===== config.mk =====
export PLATFORM = sky130hd
export DESIGN_NAME = alu_logic_resp
export DESIGN_NICKNAME = d
export VERILOG_FILES = /design/src/rtl/alu_logic_resp.sv
export SDC_FILE = /design/constraint.sdc
export NUM_CORES = 1
export LEC_CHECK = 0
export ABC_AREA = 1
export ABC_CLOCK_PERIOD_IN_PS = 1700
export CAP_MARGIN = 25
export CORE_MARGIN = 5
export CORE_UTILIZATION = 50
export CTS_CLUSTER_DIAMETER = 200
export CTS_CLUSTER_SIZE = 20
export DETAILED_ROUTE_END_ITERATION = 16
export PLACE_DENSITY_LB_ADDON = 0.25
export SKIP_LAST_GASP = 1
export SLEW_MARGIN = 20
export SYNTH_ARGS = -nofsm -noshare
export SYNTH_HDL_FRONTEND = slang
export SYNTH_SLANG_ARGS = --single-unit

===== constraint.sdc =====
create_clock -name clk -period 1.7 [get_ports clk]
set_input_delay 0.17 -clock clk [delete_from_list [all_inputs] [get_ports clk]]
set_output_delay 0.17 -clock clk [all_outputs]
set_load 0.01 [all_outputs]

===== src/rtl/alu_logic_resp.sv =====
// alu_logic_resp: registered responder for the 64-bit ALU logic unit.
// It computes AND/OR/XOR/NOT for each accepted request and stores the result
// in a 2-entry FIFO. Each entry holds {tag, y, zero}. Responses leave over a
// valid/ready channel in acceptance order. in_ready depends only on registered
// state, so out_ready has no combinational path to in_ready.
module alu_logic_resp #(
   parameter int WIDTH = 64,
   parameter int TAG_W = 4,
   parameter int CNT_W = 16
) (
   input  logic             clk,
   input  logic             rst_n,
   input  logic             in_valid,
   output logic             in_ready,
   input  logic [WIDTH-1:0] in_a,
   input  logic [WIDTH-1:0] in_b,
   input  logic [1:0]       in_op,
   input  logic [TAG_W-1:0] in_tag,
   output logic             out_valid,
   input  logic             out_ready,
   output logic [WIDTH-1:0] out_y,
   output logic             out_zero,
   output logic [TAG_W-1:0] out_tag,
   output logic [CNT_W-1:0] done_cnt
);

   typedef enum logic [1:0] {
      OP_AND = 2'b00,
      OP_OR  = 2'b01,
      OP_XOR = 2'b10,
      OP_NOT = 2'b11
   } op_e;

   typedef struct packed {
      logic [TAG_W-1:0] tag;
      logic [WIDTH-1:0] y;
      logic             zero;
   } entry_t;

   entry_t           mem_q [2];
   entry_t           head;
   logic [1:0]       count_q, count_d;
   logic             wr_ptr_q, wr_ptr_d;
   logic             rd_ptr_q, rd_ptr_d;
   logic [CNT_W-1:0] done_cnt_q, done_cnt_d;
   logic [WIDTH-1:0] result;
   logic             push, pop;

   // Handshakes: the buffer accepts while not full and offers while not empty.
   assign in_ready  = (count_q != 2'd2);
   assign out_valid = (count_q != 2'd0);
   assign push      = in_valid && in_ready;
   assign pop       = out_valid && out_ready;

   // Bitwise logic result for the incoming request; NOT ignores operand B.
   always_comb begin
      // NOTE: every variable written here gets a default first, so a missed branch
      // cannot leave a latch behind.
      result = '0;
      case (op_e'(in_op))
         OP_AND:  result = in_a & in_b;
         OP_OR:   result = in_a | in_b;
         OP_XOR:  result = in_a ^ in_b;
         OP_NOT:  result = ~in_a;
         default: result = '0;
      endcase
   end

   // Next-state for occupancy, pointers and the completed-response counter.
   always_comb begin
      count_d    = count_q;
      wr_ptr_d   = wr_ptr_q;
      rd_ptr_d   = rd_ptr_q;
      done_cnt_d = done_cnt_q;
      case ({push, pop})
         2'b10:   count_d = count_q + 2'd1;
         2'b01:   count_d = count_q - 2'd1;
         default: count_d = count_q;
      endcase
      if (push) wr_ptr_d = ~wr_ptr_q;
      if (pop) begin
         rd_ptr_d   = ~rd_ptr_q;
         done_cnt_d = done_cnt_q + CNT_W'(1);
      end
   end

   // Control state register.
   always_ff @(posedge clk or negedge rst_n) begin
      if (!rst_n) begin
         count_q    <= 2'd0;
         wr_ptr_q   <= 1'b0;
         rd_ptr_q   <= 1'b0;
         done_cnt_q <= '0;
      end else begin
         // NOTE: sequential state uses non-blocking assignments, so every register
         // samples its pre-edge value and the result does not depend on evaluation order.
         count_q    <= count_d;
         wr_ptr_q   <= wr_ptr_d;
         rd_ptr_q   <= rd_ptr_d;
         done_cnt_q <= done_cnt_d;
      end
   end

   // Entry storage. The written entry takes the tag, the result and the zero flag.
   always_ff @(posedge clk or negedge rst_n) begin
      if (!rst_n) begin
         // NOTE: this storage has only two entries and the outputs must read zero
         // after reset, so it is cleared here. A larger FIFO would normally leave
         // its memory unreset.
         for (int i = 0; i < 2; i++) mem_q[i] <= '0;
      end else if (push) begin
         mem_q[wr_ptr_q] <= '{tag: in_tag, y: result, zero: ~|result};
      end
   end

   // The head entry drives the response outputs straight from registers.
   assign head     = mem_q[rd_ptr_q];
   assign out_y    = head.y;
   assign out_zero = head.zero;
   assign out_tag  = head.tag;
   assign done_cnt = done_cnt_q;

endmodule


==> run summary, run 1 <==
Post-synthesis compound-gate area fraction = 0.0626
Synth unique cells = 29
Port Buffer Count = 224
Fillers = 1724
Register area share after synthesis = 0.356
Synthesized net count = 1847
Mapped cell area = 11100 sq um
Max-slew violations = 0
Share of cells above drive strength 1 = 0.197
FF+latch count, synth = 158
Worst skew pair latency = 430 ps
Clk sinks = 158
CTS tree = yes
Die Width = 159 um
GR Overflow Total = 0
Vias in the first global route = 10900
Violated checks = setup timing
Tot GR Track Use = 0.266
Fin util = 0.724
CP Launch Type = flop
Warnings, synthesis = 0
HP Class = input pin to async pin
CP Data Arrival Time = 1570 ps
Via density = 5.19
PwrDens = 1330 nW/um^2
Slew HR = 0.590
Die area = 25300 sq um
Initial antenna violation count = 3
Placed insts = 2144
CP Cell Sequence = clkinv_4 -> buf_12 -> buf_4 -> nand2_2 -> nand2_2 -> buf_6
Final WL = 35.4 mm
Clock buffer depth = 2
CP peak stage delay = 430 ps
CP most frequent cell = nand2_2
Io pins = 225
Slack of the worst reg-to-reg path = 20 ps
Highest clock rate = 575 MHz
Setup ws final = -40.6 ps
DIE HEIGHT = 159 um
Remaining DRCs = 0
Crit end category = output port
Worst slew pin tran = 614 ps
Number of buffers created by CTS = 17
Final hold violation count = 0
Critical path fanouts, max = 8
Synthesis-to-finish area growth = 42.2%
FF-to-FF Start = done_cnt[0]
Area share of fa/ha/maj cells after synthesis = 0.146
Reg2reg end = done_cnt[15]
XOR/XNOR Fraction of Synth Area = 0.0142
Tmin final = 1740 ps
Final nets = 2185
Worst path top cell family by delay = buffers and inverters
Critical path class = flop to output port
First-pass GRT wire length = 55.2 mm
Via count = 11500
CP Data Required Time = 1530 ps
Clock skew = 7.67 ps
Max VDD drop = 0.682 mV
Simple-gate share of the synthesized area = 0.294
DRT iter0 DRCs = 752
Slowest CP cell = dfrtp_2
Worst-path clk slew = 70 ps
Final Setup Violations = 18
Syn_area_per_cell = 7.04 sq um
Main combinational cell family by area after synthesis = simple AND/OR/NAND/NOR gates
Mux cell area share after synthesis = 0
Number of H-tree levels = 4
Gpl congestion = 0.863
Maxcap violations = 0
Largest net degree at the start of global routing = 71
Crit path buf inv count = 4
Final worst path period share = 1.02
CTS root buf = clkbuf_16
WL/cell = 16.0 um
FP Rows = 54
RSZ-0062 raised after global routing = yes
Core Box Area = 21800 sq um
Detailed placement HPWL = 24.4 mm
Post-Layout Cell Count = 2212
LEAKAGE = 8.57 nW
Outcome = complete, but fails checks
DRT Pass-1 Iters = 6
Remaining antenna violation count = 0
Initial Util = 0.509
Cells after Synth = 1579
Path depth of the worst reg2reg path = 9
-- worst max path at each step --
stage / start / endpoint / slack [ps] / cells after the start
2_1_floorplan: done_cnt[0] / done_cnt[14] / 100 / 9
3_3_place_gp: in_op[0] / mem_q[0] / -420 / 13
3_5_place_dp: in_a[15] / mem_q[0] / -440 / 12
4_1_cts: rd_ptr_q / out_y[23] / -70 / 6
5_1_grt: rd_ptr_q / out_y[29] / -90 / 6
6_report: rd_ptr_q / out_y[29] / -40 / 6
-- layer usage --
layer / wire [um] / vias to the layer above / track usage
li1: - / 5539 / -
met4: 992 / 2 / 0.0861
met5: 11 / - / 0
met1: 14400 / 5389 / 0.344
met3: 3050 / 76 / 0.0572
met2: 16900 / 480 / 0.446
-- sequential cells by signal, summed over array words and instances, names as in the netlist --
register	flops
done_cnt	16
rd_ptr_q	1
count_q	2
wr_ptr_q	1
mem_q	138
-- Yosys cell counts (all sizes together) --
cell type	instances	area, sq um
a21oi	1	5.00
buf	29	203
clkbuf	49	184
clkinv	1	3.75
dfrtp	158	3950
ha	130	1630
inv	270	1020
nand2	584	2210
nand3	88	445
nand4	57	357
nor2	51	230
nor3	3	20.0
o21ai	138	691
or2	2	12.5
xnor2	5	43.8
xor2	13	114
-- cell type report --
type                       instances  area, sq um  area share
clock inverter                    13          130     0.00824
antenna                            2         5.00    0.000317
tap                              280          350      0.0222
inverter                         271         1030      0.0649
sequential                       158         3960       0.250
multi-input combinational       1073         6100       0.386
timing repair buffer             396         3790       0.240
clock buffer                      19          443      0.0280
-- layout by cell type (no fill, tap or decap), types with 3 or more instances in the layout --
cell,count
clkbuf_16,17
o21ai_2,4
buf_12,17
nor2_1,37
nand2_1,512
inv_1,263
clkdlybuf4s50_1,145
nand2_4,19
buf_2,38
dfrtp_1,157
buf_16,8
clkinv_4,4
xnor2_1,5
ha_1,130
o21ai_0,129
inv_6,4
buf_6,36
clkinvlp_4,3
nor2_4,4
buf_4,141
o21ai_1,5
nand2_2,53
inv_2,4
dlymetal6s2s_1,6
xor2_1,13
nand3_1,84
nand4_1,57
nor2_2,10
-- power breakdown --
group          switching, mW  internal (mW)  total (mW)
Clock                   1.64           2.08        3.73
Sequential              1.02           5.36        6.39
Combinational           5.92           4.96        10.9
Total                   8.59           12.4        21.0
-- cells by family after synthesis --
| kind of cell | count (synthesis) |
|---|---|
| AO/OA/AOI/OAI | 139 |
| adder cells (fa/ha/maj) | 130 |
| AND/OR/NAND/NOR | 785 |
| flip-flops | 158 |
| XOR/XNOR | 18 |
| buffers and inverters | 349 |
-- per-stage QoR --
stage / area, sq um / hold WS [ps] / setup TNS, ps / total power, mW / setup WS [ps]
floorplan: 11100 / -126 / 0 / 10.7 / 101
global placement: 14600 / 97.2 / -10890 / 15.5 / -417
detailed placement: 14600 / 101 / -11810 / 15.8 / -442
CTS: 15300 / 221 / -1470 / 19.9 / -71.2
global route: 15800 / 248 / -2320 / 22.3 / -89.0
finish: 15800 / 202 / -263 / 21.0 / -40.6
-- timing repair --
| item | 4_1_cts | 5_1_grt |
|---|---|---|
| cloned | 9 | 0 |
| endpoints found under the setup margin | 73 | 77 |
| gates resized for setup | 307 | 135 |
| endpoints found under the hold margin | 47 | 0 |
| pin swaps | 9 | 50 |
| buffers inserted | 10 | 17 |
| hold buffers | 1 | 0 |
(Power assumes the default switching activity.)
==> inputs of run 2 (changes only) <==
--- a/config.mk
+++ b/config.mk
@@ -15,3 +15,3 @@
 export DETAILED_ROUTE_END_ITERATION = 16
-export PLACE_DENSITY_LB_ADDON = 0.25
+export PLACE_DENSITY = 0.86
 export SKIP_LAST_GASP = 1
--- a/constraint.sdc
+++ b/constraint.sdc
@@ -3,2 +3,2 @@
 set_output_delay 0.17 -clock clk [all_outputs]
-set_load 0.01 [all_outputs]
+set_load 0.02 [all_outputs]
==> run summary, run 2 (same netlist as run 1, synthesis figures left out) <==
Outcome = complete, but fails checks (unchanged)
Violated checks = setup timing (unchanged)
FF-to-FF Start = done_cnt[1] (was done_cnt[0])
Detailed placement HPWL = 25.7 mm (was 24.4 mm)
Fillers = 1518 (was 1724)
LEAKAGE = 8.88 nW (was 8.57 nW)
Max-slew violations = 0 (unchanged)
Max VDD drop = 0.827 mV (was 0.682 mV)
Most frequent cells in the layout = nand2_1, inv_1, dfrtp_1 (unchanged)
Final nets = 2181 (was 2185)
CP Data Arrival Time = 1600 ps (was 1570 ps)
Crit path buf inv count = 4 (unchanged)
Largest Register = mem_q (unchanged)
Worst slew pin tran = 473 ps (was 614 ps)
Worst path top cell family by delay = buffers and inverters (unchanged)
Fin util = 0.739 (was 0.724)
Commonest non-fill, non-tap cell in the layout = nand2_1 (unchanged)
First-pass GRT wire length = 56.4 mm (was 55.2 mm)
Tot GR Track Use = 0.271 (was 0.266)
Clock buffer depth = 2 (unchanged)
Largest net degree at the start of global routing = 65 (was 71)
Critical path origin = rd_ptr_q (unchanged)
Remaining antenna violation count = 0 (unchanged)
Highest clock rate = 565 MHz (was 575 MHz)
HP Class = input pin to async pin (unchanged)
Gpl congestion = 0.882 (was 0.863)
Worst skew pair latency = 430 ps (about the same)
Io pins = 225 (unchanged)
Synthesis-to-finish area growth = 45.1% (was 42.2%)
Via density = 5.32 (was 5.19)
Slew HR = 0.684 (was 0.590)
Final WL = 36.9 mm (was 35.4 mm)
CP Data Required Time = 1530 ps (about the same)
Port Buffer Count = 224 (unchanged)
PwrDens = 1400 nW/um^2 (was 1330 nW/um^2)
CP Launch Type = flop (unchanged)
Clk sinks = 158 (unchanged)
Slowest CP cell = dfrtp_2 (unchanged)
Critical path class = flop to output port (unchanged)
DIE HEIGHT = 159 um (unchanged)
Maxcap violations = 0 (unchanged)
Final Setup Violations = 39 (was 18)
Critical path fanouts, max = 7 (was 8)
Initial antenna violation count = 1 (was 3)
WL/cell = 16.7 um (was 16.0 um)
Tmin final = 1770 ps (was 1740 ps)
Final instance area = 16100 sq um (was 15800 sq um)
Worst-path clk slew = 70 ps (about the same)
Crit end category = output port (unchanged)
Vias in the first global route = 11200 (was 10900)
Slack of the worst reg-to-reg path = -20 ps (was 20 ps)
Setup ws final = -71.2 ps (was -40.6 ps)
Share of cells above drive strength 1 = 0.202 (was 0.197)
Initial Util = 0.509 (unchanged)
Clock skew = 8.50 ps (was 7.67 ps)
CP most frequent cell = nand2_4 (was nand2_2)
CTS tree = yes (unchanged)
DRT iter0 DRCs = 1142 (was 752)
Die area = 25300 sq um (unchanged)
Final hold violation count = 0 (unchanged)
CP peak stage delay = 490 ps (was 430 ps)
RSZ-0062 raised after global routing = yes (unchanged)
Via count = 11700 (was 11500)
DRT Pass-1 Iters = 6 (unchanged)
Pre-CTS WS = -429 ps (was -442 ps)
CP Cell Sequence = inv_8 -> buf_12 -> buf_16 -> nand2_4 -> nand2_4 -> buf_6 (was clkinv_4 -> buf_12 -> buf_4 -> nand2_2 -> nand2_2 -> buf_6)
CTS root buf = clkbuf_16 (unchanged)
GR Overflow Total = 0 (unchanged)
Remaining DRCs = 0 (unchanged)
Max FFs per register = 138 (unchanged)
Core Box Area = 21800 sq um (unchanged)
FP Rows = 54 (unchanged)
Die Width = 159 um (unchanged)
Number of H-tree levels = 4 (unchanged)
Final worst path period share = 1.04 (was 1.02)
Number of buffers created by CTS = 17 (unchanged)
Area after DPL = 14600 sq um (about the same)
==> run 2: cell types whose count changed in the layout (fill, tap and decap cells not counted), sizes merged <==
cell,delta
bufinv,-1
clkdlybuf4s15,-2
clkdlybuf4s50,-25
diode,-1
clkinvlp,-2
clkinv,+2
clkbuf,+5
buf,-8
nor2,-1
dlymetal6s2s,+23
dlygate4sd2,+2
inv,+3
==> run 2: timing repair <==
action,CTS,global route
hold endpoints to repair,41,0
pin swaps,11,97
cloned,4,8
hold buffers,1,0
resized for setup,345,192
buffers inserted,3,12
setup endpoints to repair,71,79
==> run 2: area by class of cell <==
type                    instances  area (sq um)  share of cell area
flip-flops and latches        158          3960               0.245
repair buffers                393          4050               0.251
clock buffers                  17           425              0.0264
inverters                     271          1030              0.0638
diodes                          1          2.50            0.000155
clock inverters                15           170              0.0106
multi-input cells            1072          6140               0.381
well taps                     280           350              0.0217
==> run 2: path summary, 6_finish.rpt <==
kind                           endpoint  depth (start not counted)
setup / recovery               out_y[2]                          6
hold / removal                mem_q[87]                          2
setup reg to reg           done_cnt[14]                          9
hold reg to reg            done_cnt[15]                          1
max in group asynchronous  done_cnt[15]                          3
min in group clk              mem_q[72]                          6
==> run 2: power breakdown <==
| part | internal, mW | switching (mW) | total (mW) |
|---|---|---|---|
| combinational | 5.42 | 7.01 | 12.4 |
| sequential | 5.36 | 1.08 | 6.44 |
| clock | 1.98 | 1.78 | 3.76 |
==> run 2: per-layer routing <==
metal | up-vias | global-route usage | share of wire
li1 | 5531 | - | -
met1 | 5463 | 0.359 | 0.39
met2 | 631 | 0.438 | 0.47
met3 | 112 | 0.0510 | 0.091
met4 | 0 | 0.114 | 0.043
met5 | - | 0 | 0
==> run 2: per-stage QoR <==
| stage | instances | setup TNS [ps] | hold slack [ps] | power (mW) |
|---|---|---|---|---|
| finish | 2207 | -1120 | 250 | 22.6 |
| global route | 2207 | -4290 | 282 | 23.9 |
| CTS | 2187 | -1810 | 255 | 20.9 |
| detailed placement | 2147 | -3080 | 139 | 16.6 |
| global placement | 2147 | -2250 | 122 | 16.3 |
| floorplan | 1579 | 0 | -126 | 11.6 |
